[src/rtl/iterative_shift_unit.sv]
`default_nettype none
// ============================================================================
//  Module      : iterative_shift_unit
//  Description : Multi-cycle shift/rotate engine. Moves the operand one bit
//                per clock (SHL, SHR, SHRA, ROL, ROR) and holds the result on
//                data_out once done pulses. Sequential twin of the
//                combinational shifter: same results, fewer gates.
//  Revision    : 1.0 - initial release
// ============================================================================
module iterative_shift_unit #(
    parameter int WIDTH = 32,
    parameter int CNT_W = 6
) (
    input  logic             clock,
    input  logic             clear,
    input  logic             start,
    input  logic [2:0]       op,
    input  logic [WIDTH-1:0] data_in,
    input  logic [31:0]      shift_val,
    output logic             busy,
    output logic             done,
    output logic [WIDTH-1:0] data_out
);

    localparam logic [1:0] ST_IDLE = 2'd0;
    localparam logic [1:0] ST_RUN  = 2'd1;
    localparam logic [1:0] ST_DONE = 2'd2;

    localparam logic [2:0] OP_SHL  = 3'b000;
    localparam logic [2:0] OP_SHR  = 3'b001;
    localparam logic [2:0] OP_SHRA = 3'b010;
    localparam logic [2:0] OP_ROL  = 3'b011;
    localparam logic [2:0] OP_ROR  = 3'b100;

    localparam logic [31:0] WIDTH_32 = 32'(WIDTH);

    logic [1:0]       r_state;
    logic [1:0]       w_state_next;
    logic [2:0]       r_op;
    logic [WIDTH-1:0] r_work;
    logic [WIDTH-1:0] w_work_step;
    logic [CNT_W-1:0] r_count;
    logic [CNT_W-1:0] w_n_load;

    // Effective iteration count: shifts saturate at WIDTH, rotates wrap
    // modulo WIDTH, illegal ops take zero steps so the operand passes through.
    always_comb begin
        w_n_load = '0;
        case (op)
            OP_SHL, OP_SHR, OP_SHRA:
                w_n_load = CNT_W'((shift_val > WIDTH_32) ? WIDTH_32 : shift_val);
            OP_ROL, OP_ROR:
                w_n_load = CNT_W'(shift_val % WIDTH_32);
            default:
                w_n_load = '0;
        endcase
    end

    // One-bit move of the work register for the latched operation.
    always_comb begin
        w_work_step = r_work;
        case (r_op)
            OP_SHL:  w_work_step = {r_work[WIDTH-2:0], 1'b0};
            OP_SHR:  w_work_step = {1'b0, r_work[WIDTH-1:1]};
            OP_SHRA: w_work_step = {r_work[WIDTH-1], r_work[WIDTH-1:1]};
            OP_ROL:  w_work_step = {r_work[WIDTH-2:0], r_work[WIDTH-1]};
            OP_ROR:  w_work_step = {r_work[0], r_work[WIDTH-1:1]};
            default: w_work_step = r_work;
        endcase
    end

    // State register.
    always_ff @(posedge clock) begin
        if (!clear) begin
            r_state <= ST_IDLE;
        end else begin
            r_state <= w_state_next;
        end
    end

    // Next-state logic: RUN exits only once the counter has drained.
    always_comb begin
        w_state_next = r_state;
        case (r_state)
            ST_IDLE: if (start) w_state_next = ST_RUN;
            ST_RUN:  if (r_count == '0) w_state_next = ST_DONE;
            ST_DONE: w_state_next = ST_IDLE;
            default: w_state_next = ST_IDLE;
        endcase
    end

    // Status outputs decoded purely from the registered state.
    always_comb begin
        busy = (r_state != ST_IDLE);
        done = (r_state == ST_DONE);
    end

    // Datapath: capture on accept, step while counting, publish on drain.
    always_ff @(posedge clock) begin
        if (!clear) begin
            r_work   <= '0;
            r_op     <= '0;
            r_count  <= '0;
            data_out <= '0;
        end else begin
            case (r_state)
                ST_IDLE: begin
                    if (start) begin
                        r_work  <= data_in;
                        r_op    <= op;
                        r_count <= w_n_load;
                    end
                end
                ST_RUN: begin
                    if (r_count != '0) begin
                        r_work  <= w_work_step;
                        r_count <= r_count - CNT_W'(1);
                    end else begin
                        data_out <= r_work;
                    end
                end
                default: ;
            endcase
        end
    end

endmodule
`default_nettype wire

[config.mk]
export PLATFORM = sky130hd
export DESIGN_NAME = iterative_shift_unit
export DESIGN_NICKNAME = d
export VERILOG_FILES = /design/src/rtl/iterative_shift_unit.sv
export SDC_FILE = /design/constraint.sdc
export NUM_CORES = 1
export LEC_CHECK = 0
export CAP_MARGIN = 20
export CORE_MARGIN = 3
export CORE_UTILIZATION = 45
export CTS_CLUSTER_SIZE = 20
export DETAILED_ROUTE_END_ITERATION = 8
export PLACE_DENSITY = 0.76
export SETUP_SLACK_MARGIN = 0.4
export SYNTH_ARGS = -nofsm -noshare
export SYNTH_HDL_FRONTEND = slang
export SYNTH_SLANG_ARGS = --single-unit
[constraint.sdc]
create_clock -name clock -period 2.82 [get_ports clock]
set_clock_uncertainty 0.2 [all_clocks]
set_input_delay 0.282 -clock clock [delete_from_list [all_inputs] [get_ports clock]]
set_output_delay 0.282 -clock clock [all_outputs]
set_load 0.02 [all_outputs]
; Word-level counts from Yosys, hierarchy flattened
; Cells that the tools add are included.
[word_totals]
out_inout_bits = 34
reg_bits = 75
input_bits = 70
elab_cells = 52
[classes]
addsub = 1
bitwise = 1
muxes = 12
eq_ne = 16
magnitude_cmp = 1
n_reduce_logical = 15
[ops]
columns = operator, count
row1 = case mux 32 bit (5 select lines), 1
row2 = two-way mux 32 bit, 2
row3 = case mux 32 bit (2 select lines), 1
row4 = greater-than comparator 32 x 6 -> 1 bit (second input constant), 1
row5 = case mux 6 bit (2 select lines), 2
row6 = two-way mux 6 bit, 3
row7 = equality test 3 x 2 -> 1 bit (second input constant), 4
row8 = inequality test 2 bit (second input constant), 4
row9 = equality test 3 x 1 -> 1 bit (second input constant), 2
row10 = equality test 3 bit (second input constant), 2
row11 = logical NOT 3 bit, 2
row12 = logical NOT 6 bit, 1
row13 = inequality test 6 x 1 -> 1 bit (second input constant), 1
row14 = AND reduction 2 bit, 3
row15 = nonzero test 6 bit, 1
row16 = subtractor 6 x 1 -> 6 bit (second input constant), 1
row17 = inequality test 5 x 1 -> 1 bit (second input constant), 1
row18 = AND reduction 5 bit, 1
row19 = two-way mux 2 bit, 2
row20 = case mux 2 bit (2 select lines), 1
row21 = AND reduction 4 bit, 1
row22 = nonzero test 2 bit, 2
row23 = AND reduction 3 bit, 1
row24 = OR reduction 3 bit, 1
row25 = other kinds (5), 5

; Longest topological paths before layout
; Gate-level depths: netlist of run 1.
[logic_depth]
word_depth = 5
depth_mapped = 8

; Least setup slack after synthesis of run 1
; Ideal clock, no wire load.
[synth_path]
kind = flip-flop to flip-flop
start = reg r_count[0]
end = reg r_work[14]
path_slack_ns = 0.734
t_arrival_ns = 1.769
synth_period_minus_slack_ns = 2.086
path_buffers = 1
stages_incl_launch_ff = 8
required_time_ns = 2.503
cell_sequence = dfxtp_1 -> inv_1 -> ha_1 -> nor2b_1 -> a311oi_4 -> a21oi_2 -> buf_2 -> a22o_2
[synth_between]
elab_chain_len = 3
[synth_rtl]
columns = item, line
row1 = start: declaration, 42  ; logic [CNT_W-1:0] r_count;
row2 = start signal: assignment, 111  ; r_count <= w_n_load;
row3 = start signal: assignment, 117  ; r_count <= r_count - CNT_W'(1);
row4 = nonzero test 6 bit, 115  ; if (r_count != '0) begin
row5 = inequality test 2 bit (no line), n/a
row6 = AND reduction 4 bit (no line), n/a
row7 = end signal: assignment, 109  ; r_work <= data_in;
row8 = end signal: assignment, 116  ; r_work <= w_work_step;
row9 = end: declaration, 40  ; logic [WIDTH-1:0] r_work;
; Every way passes these cells.
; A chain may end at the register's enable or synchronous reset.

; Worst setup path after layout of run 1
; Ends and elaborated chain as after synthesis.

==> run_results.csv, run 1 <==
group,metric,value,unit
worst_setup_path,start_kind,"flip-flop",
power_and_ir_drop,fin_total_pwr,3.63,mW
sta,min_period_over_period,0.808,
placed_design,gp_congestion,0.756,
floorplan,die_area,9040,um^2
outcome,outcome,"completed",
sta,max_slew_margin,0.596,
drt,wire_per_inst,14.0,um
placed_design,dp_hpwl,6.20,mm
synth,synth.area.top_cells,"dfxtp_1 (42%), mux2i_1 (9.8%), a21oi_1 (9.7%)",
job,cap_violations,0,
placed_design,numPortBuffers,103,
sta,rsz0062_at_grt,"yes",
sta,fin_crit,2280,ps
global_route,grt_pass1_vias,3265,
synth,synthesis.nets,499,
power_and_ir_drop,p_leak,1.91,nW
drt,antenna_left,0,
synth,ys_ff_latch,75,
floorplan,start_util,0.477,
sta,worst_slack,541,ps
cells_and_area,multiInputGateArea,1900,um^2
cells_and_area,drive_gt1_frac,0.0778,
worst_setup_path,cpPeakStageDelay,390,ps
synth,async_flop_share,0,
global_route,grt_pass1_wl,14.6,mm
power_and_ir_drop,ir_drop,0.319,mV
synth,syn_inst,427,
clock_network,cts_tree,"yes",
synth,yosysSeqAreaShare,0.420,
global_route,antenna_found_initial,0,
clock_network,insertion_delay,350,ps
floorplan,coreArea,7490,um^2
sta,fin_setup_tns,0,ps
drt,vias_per_cell,5.41,
cells_and_area,area_growth,37.1,%
synth,synth_area,3570,um^2
synth,synthFlopType,"dfxtp_1",
synth,synth_top_cell_by_area,"dfxtp_1",
sta,setup_viol,0,
clock_network,cts_hold_buf,0,
clock_network,numCtsBuffers,9,
synth,syn_area_per_cell,8.37,um^2
worst_setup_path,critPathCaptureType,"flip-flop",
clock_network,path_clk_slew,70,ps
clock_network,htreeDepth,3,
worst_setup_path,cp.required,2860,ps
cells_and_area,fin_nets,594,
clock_network,cts_buffer_depth,2,
drt,finalWirelength,8.76,mm
cells_and_area,antenna_cells,0,
global_route,grt_overflow,0,
floorplan,die_y,95.1,um
power_and_ir_drop,power_density,740,nW/um^2
sta,fmax,439,MHz
floorplan,num_io_pins,104,
floorplan,num_rows,31,
placed_design,dp_slack,414,ps
worst_setup_path,worstPathArrival,2320,ps
drt,dr.first_iter.drc_count,83,
clock_network,clock_sinks,75,
cells_and_area,final_area,4900,um^2
worst_setup_path,worstSetupPathType,"flip-flop to flip-flop",
global_route,grt_max_degree,45,
sta,hold_viol_final,0,
drt,dr.pass1.iters,4,
sta,slew_viol_final,0,
clock_network,root_buffer,"clkbuf_8",
synth,synthDistinctLibCells,45,
cells_and_area,seq_area,1500,um^2
drt,routed-via-count,3387,
drt,post-route-drc-count,0,
min_path,hold_class,"flip-flop to flip-flop",
worst_setup_path,path_max_fanout,31,
floorplan,fp.dieW,95.1,um
worst_setup_path,critPathSlowestCell,"dfxtp_1",
synth,synth_top_cell_area_share,0.420,
worst_setup_path,path_buf_inv,3,
placed_design,place_area,4690,um^2
sta,timing_worst_slew_pin_value,604,ps
global_route,grt_usage,0.202,
cells_and_area,nFillCells,641,
worst_setup_path,path_cells,"inv_1 -> ha_1 -> nor2b_1 -> a311oi_4 -> buf_6 -> a21oi_2 -> buf_4 -> a22o_2",
worst_setup_path,critPathTopFamily,"compound AO/OA/AOI/OAI gates",
synth,synth_edf_count,0,
synth,yosys_warnings,0,
[metal layers]
metal / part of all wire / vias up / track usage
met2: 0.48 / 107 / 0.344
met1: 0.44 / 1562 / 0.247
li1: - / 1707 / -
met3: 0.062 / 11 / 0.0466
met4: 0.016 / 0 / 0.0793
met5: 0 / - / 0
[flip-flops by register name, summed over array words and instances (netlist names)]
name,cells
data_out,32
r_work,32
r_count,6
r_op,3
r_state,2
[cells by family after synthesis]
logic type	share of synthesized area
fa+ha+maj	0.00700
compound gates	0.234
xor+xnor	0.00245
buf+inv	0.0539
flops	0.420
simple gates	0.181
mux	0.101
[stage by stage]
| stage | util | hold WS, ps | std cells |
|---|---|---|---|
| final | 0.654 | 255 | 626 |
| after global routing | 0.654 | 272 | 626 |
| after floorplan | - | 204 | 427 |
| after CTS | 0.654 | 258 | 626 |
| after global placement | 0.623 | 243 | 609 |
| after detailed placement | 0.626 | 248 | 610 |
[cell usage after synthesis (all sizes together), types with 2 or more instances]
master,number
a22o,31
nand2b,2
o21ai,12
nand3b,2
ha,2
buf,20
a31oi,2
inv,4
nor3,4
nor4,6
dfxtp,75
nand3,2
a21oi,70
a311oi,2
nor2,50
nand2,71
mux2i,35
nand4,3
nor2b,2
a32o,4
clkbuf,12
[worst reg2reg max path, cell delays in order, from the launching register on]
cell      delay [ps]
dfxtp_1          390
inv_1             80
ha_1             230
nor2b_1          190
a311oi_4         330
buf_6            180
a21oi_2           60
buf_4            230
a22o_2           300
[timing repair]
item                                    in CTS  in global routing
setup buffers                                0                  0
endpoints found under the setup margin       0                 21
gates resized for setup                      0                  2
[final timing paths]
kind | depth (start not counted) | slack, ps | startpoint | end
setup / recovery | 8 | 540 | r_count[0] | r_work[14]
hold / removal | 2 | 260 | data_out[17] | data_out[17]
setup reg to reg | 8 | 540 | r_count[0] | r_work[14]
hold reg to reg | 2 | 260 | data_out[17] | data_out[17]
[layout by cell type (no fill, tap or decap), types with 2 or more instances in the layout]
cell and n:
nor2_1 48, a32o_1 4, inv_1 4, dfxtp_1 75
a21oi_1 69, ha_1 2, clkinv_2 2, clkdlybuf4s50_1 103
clkbuf_8 11, nand2b_1 2, a22o_1 28, a22o_2 3
o21ai_0 10, nand3b_1 2, nor4_1 6, buf_4 11
nand3_1 2, nor2_2 2, nand4_1 3, nand2_1 71
nor3_1 3, a31oi_1 2, mux2i_1 35
[power breakdown]
| group | leakage (nW) | switching (mW) | total [mW] | internal, mW |
|---|---|---|---|---|
| Clock | 0.106 | 0.385 | 0.841 | 0.456 |
| Combinational | 1.19 | 0.697 | 1.32 | 0.623 |
| Sequential | 0.613 | 0.206 | 1.46 | 1.26 |
| Total | 1.91 | 1.29 | 3.63 | 2.34 |
[cell type report]
type                    instances  share of cell area
clock inverters                 4             0.00996
repair buffers                116               0.235
inverters                       4             0.00307
multi-input cells             316               0.388
clock buffers                  12              0.0317
flip-flops and latches         75               0.307
well taps                      99              0.0253
Power figures use the tool's default switching activity.
==> run 2: changes to the inputs <==
- CORE_UTILIZATION: 45 -> 43
- clock period: 2.82 -> 2 ns (I/O delays scaled with it)
==> run 2 against run 1 <==
Net effect:
- hold slack improved by 8.0 ps
- total power increased by 86%
- critical path type unchanged
- flip-flop and latch count unchanged
- first-iteration DRC count is 110% higher
- non-clock buffer count increased by 41
- cell count increased by 7.0%
- clock-buffer cell count down 2
==> run_results.csv, run 2 (synthesis gave the netlist of run 1 again) <==
group,metric,value,unit
placed_design,numPortBuffers,103,
drt,antenna_left,0,
clock_network,clock_sinks,75,
worst_setup_path,worstPathArrival,2030,ps
drt,routed-via-count,3795,
global_route,grt_overflow,0,
sta,min_period_over_period,0.990,
floorplan,num_io_pins,104,
placed_design,place_area,4810,um^2
cells_and_area,layout_common_cells,"clkdlybuf4s50_1 (69), dfxtp_1 (68), nor2_1 (45), a21oi_1 (38), nand2_1 (38)",
cells_and_area,final_area,5960,um^2
global_route,grt_max_degree,32,
job,cap_violations,0,
worst_setup_path,path_max_fanout,8,
sta,fmax,505,MHz
floorplan,coreArea,7890,um^2
clock_network,root_buffer,"clkbuf_8",
clock_network,insertion_delay,350,ps
clock_network,cts_tree,"yes",
clock_network,numCtsBuffers,9,
drt,dr.pass1.iters,5,
floorplan,num_rows,32,
global_route,grt_pass1_vias,3795,
cells_and_area,seq_area,1520,um^2
worst_setup_path,crit_cells,8,
worst_setup_path,r2r_setup_slack,20,ps
cells_and_area,reg_top3,"data_out x32, r_work x32, r_count x6",
worst_setup_path,start_kind,"flip-flop",
sta,slew_viol_final,0,
drt,dr.first_iter.drc_count,173,
drt,vias_per_cell,5.66,
sta,rsz0062_at_grt,"yes",
drt,finalWirelength,11.9,mm
power_and_ir_drop,power_density,1130,nW/um^2
power_and_ir_drop,ir_drop,0.507,mV
sta,setup_viol,0,
worst_setup_path,cpPeakStageDelay,340,ps
floorplan,start_util,0.453,
worst_setup_path,worstSetupPathType,"flip-flop to flip-flop",
floorplan,die_y,97.1,um
power_and_ir_drop,fin_total_pwr,6.73,mW
clock_network,htreeDepth,3,
outcome,outcome,"completed",
worst_setup_path,critPathCaptureType,"flip-flop",
worst_setup_path,cp.required,2050,ps
worst_setup_path,endpoint,"r_work[18]",
worst_setup_path,critPathSlowestCell,"dfxtp_2",
sta,max_slew_margin,0.727,
sta,hold_viol_final,0,
min_path,hold_class,"flip-flop to flip-flop",
worst_setup_path,path_buf_inv,3,
worst_setup_path,crit_start,"r_count[1]",
placed_design,dp_slack,-252,ps
global_route,antenna_found_initial,0,
cells_and_area,layout_commonest_cell,"clkdlybuf4s50_1",
sta,timing_worst_slew_pin_value,409,ps
clock_network,path_clk_slew,80,ps
worst_setup_path,critPathTopFamily,"compound AO/OA/AOI/OAI gates",
sta,worst_slack,19.8,ps
sta,fin_crit,1980,ps
placed_design,gp_congestion,0.815,
drt,post-route-drc-count,0,
cells_and_area,area_growth,66.9,%
global_route,grt_usage,0.230,
floorplan,die_area,9440,um^2
worst_setup_path,r2r_start,"r_count[1]",
placed_design,dp_hpwl,6.71,mm
cells_and_area,multiInputGateArea,2340,um^2
cells_and_area,fin_nets,635,
power_and_ir_drop,p_leak,2.70,nW
worst_setup_path,path_cells,"inv_2 -> ha_4 -> nor2b_4 -> a311oi_4 -> buf_4 -> a21oi_4 -> clkbuf_16 -> a22o_2",
worst_setup_path,r2r-end,"r_work[18]",
clock_network,cts_buffer_depth,2,
cells_and_area,antenna_cells,0,
floorplan,fp.dieW,97.1,um
drt,wire_per_inst,17.8,um
cells_and_area,nFillCells,517,
global_route,grt_pass1_wl,17.9,mm
cells_and_area,drive_gt1_frac,0.301,
worst_setup_path,reg2reg_depth,8,
## run 2: cell types whose count changed in the layout (fill, tap and decap cells not counted), moves of 15 or more
cell	before	now
a21oi_1	69	38
a21oi_2	1	31
buf_4	11	26
clkdlybuf4s50_1	103	69
dlygate4sd2_1	0	32
nand2_1	71	38
nand2_4	0	20
## run 2: how the worst min path moves through the flow
| stage | start | cells past startpoint | end |
|---|---|---|---|
| global route | data_out[30] | 2 | data_out[30] |
| floorplan | clear | 1 | r_count[2] |
| finish | data_out[22] | 2 | data_out[22] |
| global placement | data_out[9] | 2 | data_out[9] |
| CTS | data_out[12] | 2 | data_out[12] |
| detailed placement | data_out[13] | 2 | data_out[13] |
## run 2: layout make-up
class                           instances  share of cell area
Timing Repair Buffer                  157               0.284
Inverter                                4             0.00294
Tap cell                              102              0.0214
Sequential cell                        75               0.255
Multi-Input combinational cell        316               0.392
Clock buffer                           10              0.0214
Clock inverter                          6              0.0231
## run 2: worst register-to-register path: stages, from the launching register on
cell	delay (ps)
dfxtp_2	340
inv_2	50
ha_4	150
nor2b_4	130
a311oi_4	310
buf_4	190
a21oi_4	80
clkbuf_16	190
a22o_2	230
## run 2: where the power goes
part           internal, mW  switching [mW]
combinational          1.56            1.47
clock                 0.960           0.586
sequential             1.78           0.373
total                  4.31            2.43
## run 2: stage by stage
step	util	instances	hold slack [ps]	setup TNS, ps
6_report	0.756	670	264	0
5_1_grt	0.756	670	287	-3.04
4_1_cts	0.703	662	255	0
3_5_place_dp	0.610	622	245	-2860
3_3_place_gp	0.610	622	243	-1530
2_1_floorplan	-	427	126	0
## run 2: per-layer routing
metal / part of all wire / wire (um) / global-route usage / vias to the layer above
met2: 0.50 / 5930 / 0.391 / 167
met5: 0 / 0 / 0 / -
met3: 0.070 / 834 / 0.0524 / 23
met1: 0.41 / 4880 / 0.279 / 1802
met4: 0.023 / 269 / 0.0940 / 0
li1: - / - / - / 1803
## run 2: repair_timing
action,CTS,global route
hold endpoints to repair,0,0
pin swaps,21,31
gates resized for setup,96,88
buffers inserted,17,5
cloned,7,3
endpoints found under the setup margin,107,77
hold buffers,0,0
